--- config.mk ---
export PLATFORM = sky130hd
export DESIGN_NAME = bcd_seq_adder
export DESIGN_NICKNAME = d
export VERILOG_FILES = /design/src/rtl/bcd_seq_adder.sv
export SDC_FILE = /design/constraint.sdc
export NUM_CORES = 1
export LEC_CHECK = 0
export BUFFER_PORTS_ARGS = -buffer_cell sky130_fd_sc_hd__clkbuf_2
export CAP_MARGIN = 20
export CELL_PAD_IN_SITES_DETAIL_PLACEMENT = 0
export CELL_PAD_IN_SITES_GLOBAL_PLACEMENT = 1
export CORE_MARGIN = 5
export CORE_UTILIZATION = 38
export CTS_CLUSTER_SIZE = 40
export DETAILED_ROUTE_END_ITERATION = 8
export PLACE_DENSITY = 0.72
export SETUP_SLACK_MARGIN = 0.02
export SYNTH_ARGS = -nofsm -noshare
export SYNTH_HDL_FRONTEND = slang
export SYNTH_SLANG_ARGS = --single-unit
export TNS_END_PERCENT = 5
--- constraint.sdc ---
create_clock -name clk -period 8.36 [get_ports clk]
set_input_delay 0.418 -clock clk [delete_from_list [all_inputs] [get_ports clk]]
set_output_delay 0.418 -clock clk [all_outputs]
set_load 0.005 [all_outputs]
--- src/rtl/bcd_seq_adder.sv ---
// Multi-byte packed-BCD add/subtract sequencer: steps one shared 2-digit BCD
// adder across the operands LSB byte first, chaining the decimal carry.

module bcd8 (
  input  logic [7:0] a,
  input  logic [7:0] b,
  input  logic       ci,
  output logic [7:0] s,
  output logic       co
);
  logic [4:0] lo_raw, hi_raw;
  logic       c1;

  always_comb begin
    lo_raw  = {1'b0, a[3:0]} + {1'b0, b[3:0]} + {4'b0, ci};
    c1      = (lo_raw > 5'd9);
    s[3:0]  = lo_raw[3:0] + (c1 ? 4'd6 : 4'd0);
    hi_raw  = {1'b0, a[7:4]} + {1'b0, b[7:4]} + {4'b0, c1};
    co      = (hi_raw > 5'd9);
    s[7:4]  = hi_raw[3:0] + (co ? 4'd6 : 4'd0);
  end
endmodule

module bcd_seq_adder #(
  parameter int NBYTES = 4
) (
  input  logic                  clk,
  input  logic                  rst_n,
  input  logic                  start_valid,
  output logic                  start_ready,
  input  logic                  op_sub,
  input  logic                  cin,
  input  logic [8*NBYTES-1:0]   a,
  input  logic [8*NBYTES-1:0]   b,
  output logic                  res_valid,
  input  logic                  res_ready,
  output logic [8*NBYTES-1:0]   result,
  output logic                  cout,
  output logic                  err,
  output logic                  busy
);
  localparam int IW = $clog2(NBYTES) + 1;
  localparam int SW = (NBYTES > 1) ? $clog2(NBYTES) : 1;

  typedef enum logic [1:0] {IDLE, RUN, DONE} state_t;

  state_t                   state, state_nxt;
  logic [IW-1:0]            idx;
  logic [SW-1:0]            sel;
  logic                     carry, sub_q, bad, last;
  logic [NBYTES-1:0][7:0]   a_q, b_q, res_q;
  logic [7:0]               b_op, sum;
  logic                     sum_co;

  assign sel  = idx[SW-1:0];
  assign last = (idx == IW'(NBYTES - 1));

  always_comb begin
    bad = 1'b0;
    for (int i = 0; i < 2*NBYTES; i++)
      if (a[4*i +: 4] > 4'd9 || b[4*i +: 4] > 4'd9) bad = 1'b1;
  end

  // Subtraction is A + nine's-complement(B) + 1; digits are already known valid.
  always_comb begin
    b_op = b_q[sel];
    if (sub_q) b_op = {4'd9 - b_q[sel][7:4], 4'd9 - b_q[sel][3:0]};
  end

  bcd8 u_bcd8 (.a(a_q[sel]), .b(b_op), .ci(carry), .s(sum), .co(sum_co));

  always_ff @(posedge clk or negedge rst_n)
    if (!rst_n) state <= IDLE;
    else        state <= state_nxt;

  always_comb begin
    state_nxt = state;
    case (state)
      IDLE:    if (start_valid) state_nxt = bad ? DONE : RUN;
      RUN:     if (last)        state_nxt = DONE;
      DONE:    if (res_ready)   state_nxt = IDLE;
      default:                  state_nxt = IDLE;
    endcase
  end

  always_comb begin
    start_ready = (state == IDLE);
    res_valid   = (state == DONE);
    busy        = (state != IDLE);
  end

  always_ff @(posedge clk or negedge rst_n) begin
    if (!rst_n) begin
      idx   <= '0;
      carry <= 1'b0;
      sub_q <= 1'b0;
      a_q   <= '0;
      b_q   <= '0;
      res_q <= '0;
      cout  <= 1'b0;
      err   <= 1'b0;
    end else begin
      case (state)
        IDLE: if (start_valid) begin
          a_q   <= a;
          b_q   <= b;
          sub_q <= op_sub;
          carry <= op_sub ? 1'b1 : cin;
          idx   <= '0;
          res_q <= '0;
          cout  <= 1'b0;
          err   <= bad;
        end
        RUN: begin
          res_q[sel] <= sum;
          carry      <= sum_co;
          idx        <= idx + 1'b1;
          if (last) cout <= sum_co;
        end
        default: ;
      endcase
    end
  end

  assign result = res_q;
endmodule

# == Yosys cells after proc, flatten, opt, wreduce, memory -nomap -nowiden ==
# Index checks and enable logic that the tools add are counted.
# word_totals
reg_bits,105
in_bits,70
output_inout_bits,37
word_cells,102
# classes
add_sub_neg,9
n_lt_le_gt_ge,20
n_eq_ne,6
mux,33
n_reduce_logical,16
# op_table
operator,n
"greater-than comparator 4 bit, second input constant",16
case mux 32 bit (2 select lines),1
binary-select mux 8 bit (select 2 bit),2
bitwise mux 32 bit,1
2-to-1 mux 32 bit,1
2-to-1 mux 8 bit,4
demux 8 bit (select 2 bit),1
2-to-1 mux 1 bit,12
adder 4 x 4 -> 5 bit,2
adder 5 x 1 -> 5 bit,2
"greater-than comparator 5 x 4 -> 1 bit, second input constant",2
2-to-1 mux 3 bit,3
adder 4 bit,2
logical OR 1 bit,8
2-to-1 mux 2 bit,4
"subtractor 4 bit, first input constant",2
case mux 2 bit (3 select lines),1
case mux 3 bit (2 select lines),1
AND reduction 3 bit,2
"!= test 2 bit, second input constant",2
case mux 1 bit (2 select lines),2
AND reduction 2 bit,2
nonzero test 2 bit,2
"adder 3 x 1 -> 3 bit, second input constant",1
8 further kinds,8

# == Logic depth before layout (Yosys ltp) ==
# depth
depth_word,13
mapped_depth,23
mapped_depth_nobuf,22

# == By module ==
# A second synthesis with hierarchy kept.
# unflattened
cells_unflattened,364
hier_area_um2,5272.6
# by_module_without_submodules
module,n_inst,cells_each,area_per_inst_um2,seq_area_each_um2
bcd_seq_adder,1,317,4839.6,2627.5
bcd8,1,47,432.9,0.0

# == Least setup slack after synthesis ==
# No wires, ideal clock.
# synth_path
path_kind,register to register
start,reg idx[0]
end,"reg res_q, in the netlist result[15]"
arrival_time_ns,4.601
t_required_ns,8.228
path_slack_ns,3.626
path_stages_with_launch,24
n_path_buf,1
cell_sequence,dfrtp_1 -> buf_4 -> mux4_2 -> inv_1 -> ha_1 -> nand2_1 -> o21ai_0 -> ha_1 -> a21o_1 -> a31oi_2 -> xor2_2 -> o21ai_0 -> inv_1 -> fa_1 -> inv_1 -> fa_1 -> a21o_1 -> a21oi_4 -> a21boi_0 -> mux2i_1 -> ha_1 -> a21o_1 -> mux2i_1 -> o21ai_0
# synth_between
elab_chain_cells,13
# synth_lines
item,line,text
from (decl),48,logic [IW-1:0] idx;
from (signal assigned),117,idx <= idx + 1'b1;
binary-select mux 8 bit (select 2 bit),"66, 67",
2-to-1 mux 8 bit (implied by the code),67,"if (sub_q) b_op = {4'd9 - b_q[sel][7:4], 4'd9 - b_q[sel][3:0]};"
subtractor 4 bit,67,
2-to-1 mux 8 bit,67,
adder 4 x 4 -> 5 bit,15,"lo_raw = {1'b0, a[3:0]} + {1'b0, b[3:0]} + {4'b0, ci};"
adder 5 x 1 -> 5 bit,15,
greater-than comparator 5 x 4 -> 1 bit,16,c1 = (lo_raw > 5'd9);
adder 5 x 1 -> 5 bit,18,"hi_raw = {1'b0, a[7:4]} + {1'b0, b[7:4]} + {4'b0, c1};"
greater-than comparator 5 x 4 -> 1 bit,19,co = (hi_raw > 5'd9);
2-to-1 mux 3 bit,20,s[7:4] = hi_raw[3:0] + (co ? 4'd6 : 4'd0);
adder 4 bit,20,
bitwise mux 32 bit *,115,res_q[sel] <= sum;
case mux 32 bit (2 select lines) *,103,case (state)
"to (signal, indexed assignment)",115,
to (decl),51,"logic [NBYTES-1:0][7:0] a_q, b_q, res_q;"
# Every way passes the cells marked *; elsewhere a longest branch is shown, timed or not. The select of a mux whose other input is x is not followed.
# A chain may end at the register's enable or synchronous reset.

# == Worst setup path after layout ==
# Same ends and word-level chain as after synthesis.

==> impl_metrics.json <==
{
  "outcome": "completed",
  "drive_gt1_frac": 0.2299,
  "timing.critical_path.fanout_max": 13,
  "maximum_buffer_depth_of_the_clock_tree": 2,
  "dpl.cell_count": 795,
  "grt_pass1_vias": 4352,
  "worstReg2RegStart": "idx[0]",
  "async_reset_ff_frac": 1.000,
  "cellLeakagePower_nw": 3.184,
  "critical_path_rt_ns": 8.58,
  "min_path_type": "primary input to asynchronous set/reset pin",
  "yosys_register_bits": 105,
  "synth-warning-count": 0,
  "slew_violations": 0,
  "drv_cap": 0,
  "final_common_cell": "nand2_1",
  "wl_per_cell_um": 16.12,
  "top_cell_type_by_total_area_after_synthesis": "dfrtp_1",
  "place.detailed.hpwl_um": 9843,
  "final_cell_mix": "215 x nand2_1, 105 x dfrtp_1, 105 x clkbuf_2, 37 x o21ai_0",
  "worst_skew_ns": 0.007046,
  "synthesis.area_um2": 5100,
  "rr_worst_depth": 23,
  "via_per_inst": 5.017,
  "post_synthesis_sequential_area_ratio": 0.5152,
  "drt-total-wl_um": 13080,
  "sum_neg_setup_slack_ns": 0,
  "synth_enable_flop_cells": 0,
  "leading_cell_types_by_total_area_after_synthesis": "dfrtp_1 52%, nand2_1 16%, mux4_2 7.1%, ha_1 3.9%, o21ai_0 3.6%",
  "die-height_um": 125.9,
  "die_area_um2": 15840,
  "grt_max_degree": 82,
  "floorplan.initialDensity": 0.3866,
  "power.density_nw_per_um2": 275.0,
  "worstSetupEndpoint": "result[15]",
  "timing.critical_path.arrival_ns": 5.99,
  "setup_viol_count_final": 0,
  "synthesized_area_divided_by_synthesized_cell_count_um2": 9.586,
  "quantity_of_i_o_buffers_inserted_on_ports": 106,
  "worst_slew_margin_rel": 0.4421,
  "synthMuxAreaShare": 0.07875,
  "nNetsFinal": 720,
  "clk_transition_reported_paths_ns": 0.07,
  "cts_buffers": 9,
  "placementRows": 42,
  "max-vdd-ir-drop_uv": 151.6,
  "ff2ff_setup_slack_ns": 2.59,
  "start_kind": "flop",
  "fp.dieW_um": 125.9,
  "cts_sinks": 105,
  "design.core.area_um2": 13190,
  "post-cts-setup-buffer-count": 0,
  "syn_inst": 532,
  "gr-total-overflow": 0,
  "crit_path_start": "idx[0]",
  "fmax_mhz": 173.4,
  "htreeDepth": 3,
  "max_slew.worst_pin.slew_ns": 0.8369,
  "dominant_combinational_cell_family_by_area_after_synthesis": "simple AND/OR/NAND/NOR gates",
  "ctsRootBufferMaster": "clkbuf_16",
  "clk-insertion-delay-late_ns": 0.35,
  "setup.worst_path.end_class": "flop",
  "holdBufCountCts": 0,
  "final_cell_count_no_fill": 811,
  "synth-adder-area-share": 0.05496,
  "synth_flop_cell": "dfrtp_1",
  "synth_xor_xnor_area_share": 0.01668,
  "cts_resized": 0,
  "drc_errors": 0,
  "initialDrtViolationCount": 196,
  "gp_routability_congestion": 0.8353,
  "cts_tree": "done",
  "yosys.area.top_type_share": 0.5152,
  "period_minus_slack_ns": 5.766,
  "syn2layout_area_growth_pct": 19.97,
  "worstSetupPathType": "flop to flop",
  "drtPass1Iterations": 4,
  "design.portCount": 107,
  "routed-via-count": 4069,
  "diodes": 0,
  "synth.distinct_cells": 39,
  "synth_compound_area_frac": 0.1003,
  "antenna_nets_post_route": 0,
  "timing_hold_violations_final": 0,
  "r2r_end": "result[15]",
  "min_period_over_period": 0.6897,
  "setup_repair_after_global_routing_missed_its_margin": "false",
  "synth-simple-area-share": 0.2034,
  "grt_util_all_layers": 0.1731,
  "syn_nets": 622,
  "antenna_found_initial": 0,
  "grt_first_pass_wirelength_um": 21960
}
==> per-layer routing <==
| layer | global-route usage | routed length (µm) | vias to the layer above |
|---|---|---|---|
| li1 | - | - | 1969 |
| met1 | 0.2348 | 6076 | 1974 |
| met2 | 0.2738 | 6081 | 106 |
| met3 | 0.04149 | 705 | 20 |
| met4 | 0.06120 | 211 | 0 |
| met5 | 0 | 0 | - |
==> worst max-delay path: stages, from the launching register on <==
cell	delay, ns
dfrtp_1	0.77
buf_4	0.34
mux4_2	0.59
inv_1	0.08
ha_1	0.22
nand2_1	0.06
o21ai_0	0.09
ha_1	0.39
a21o_1	0.19
a31oi_2	0.19
xor2_2	0.24
o21ai_0	0.17
inv_1	0.10
fa_1	0.19
inv_1	0.06
fa_1	0.39
a21o_1	0.20
a21oi_4	0.25
a21boi_0	0.21
mux2i_1	0.10
ha_1	0.23
a21o_1	0.15
mux2i_1	0.27
o21ai_0	0.15
==> synth_stat cells, drive strengths merged, types with 2 or more instances <==
cell / instances
nand3: 11
nand2b: 3
clkbuf: 10
a22oi: 2
mux2i: 3
o21ai: 45
buf: 13
xor2: 4
ha: 16
a21o: 7
xnor2: 4
a22o: 12
a21oi: 4
dfrtp: 105
nor2: 11
and2: 5
o21a: 2
a31oi: 6
fa: 4
nand4: 4
mux4: 16
nor3: 4
inv: 16
nand2: 216
==> through the flow <==
stage	setup WS, ns	total power, W	area [µm²]	hold WS, ns	util
after detailed placement	2.566	0.001233	5794	0.4234	0.4393
final	2.594	0.001682	6118	0.03454	0.4639
after floorplan	3.626	0.001043	5100	0.1224	-
after global routing	2.105	0.001791	6118	0.07321	0.4639
after CTS	2.540	0.001697	6118	0.04810	0.4639
after global placement	2.769	0.001213	5794	0.4212	0.4393
==> registers in the layout (all words and copies together) (netlist names) <==
register	flops
result	32
state	2
cout	1
b_q	32
sub_q	1
a_q	32
idx	3
carry	1
err	1
==> cells by family after synthesis <==
logic type                 count (synthesis)
and+or+nand+nor                          259
DFF                                      105
AOI/OAI and AO/OA                         81
buffers and inverters                     39
muxes                                     20
adders and majority gates                 20
xor gates and xnor gates                   8
==> report_power, final <==
group          switching [W]  internal, W
Combinational       0.000369     0.000238
Clock               0.000180     0.000279
Sequential         0.0000411     0.000575
==> final cells by class <==
class	count	area [µm²]
fillers	1296	7072
flip-flops and latches	105	2628
multi-input cells	388	2323
repair buffers	110	563.0
clock buffers	14	264.0
well taps	176	220.2
clock inverters	2	60.06
inverters	16	60.06
==> worst min-delay path by stage <==
stage          start       end
3_3_place_gp   rst_n       err
5_1_grt        rst_n    idx[2]
4_1_cts        rst_n  state[1]
3_5_place_dp   rst_n  state[1]
6_report       rst_n  state[1]
2_1_floorplan  rst_n    a_q[0]
No activity file was read; power rests on OpenSTA's default activity.
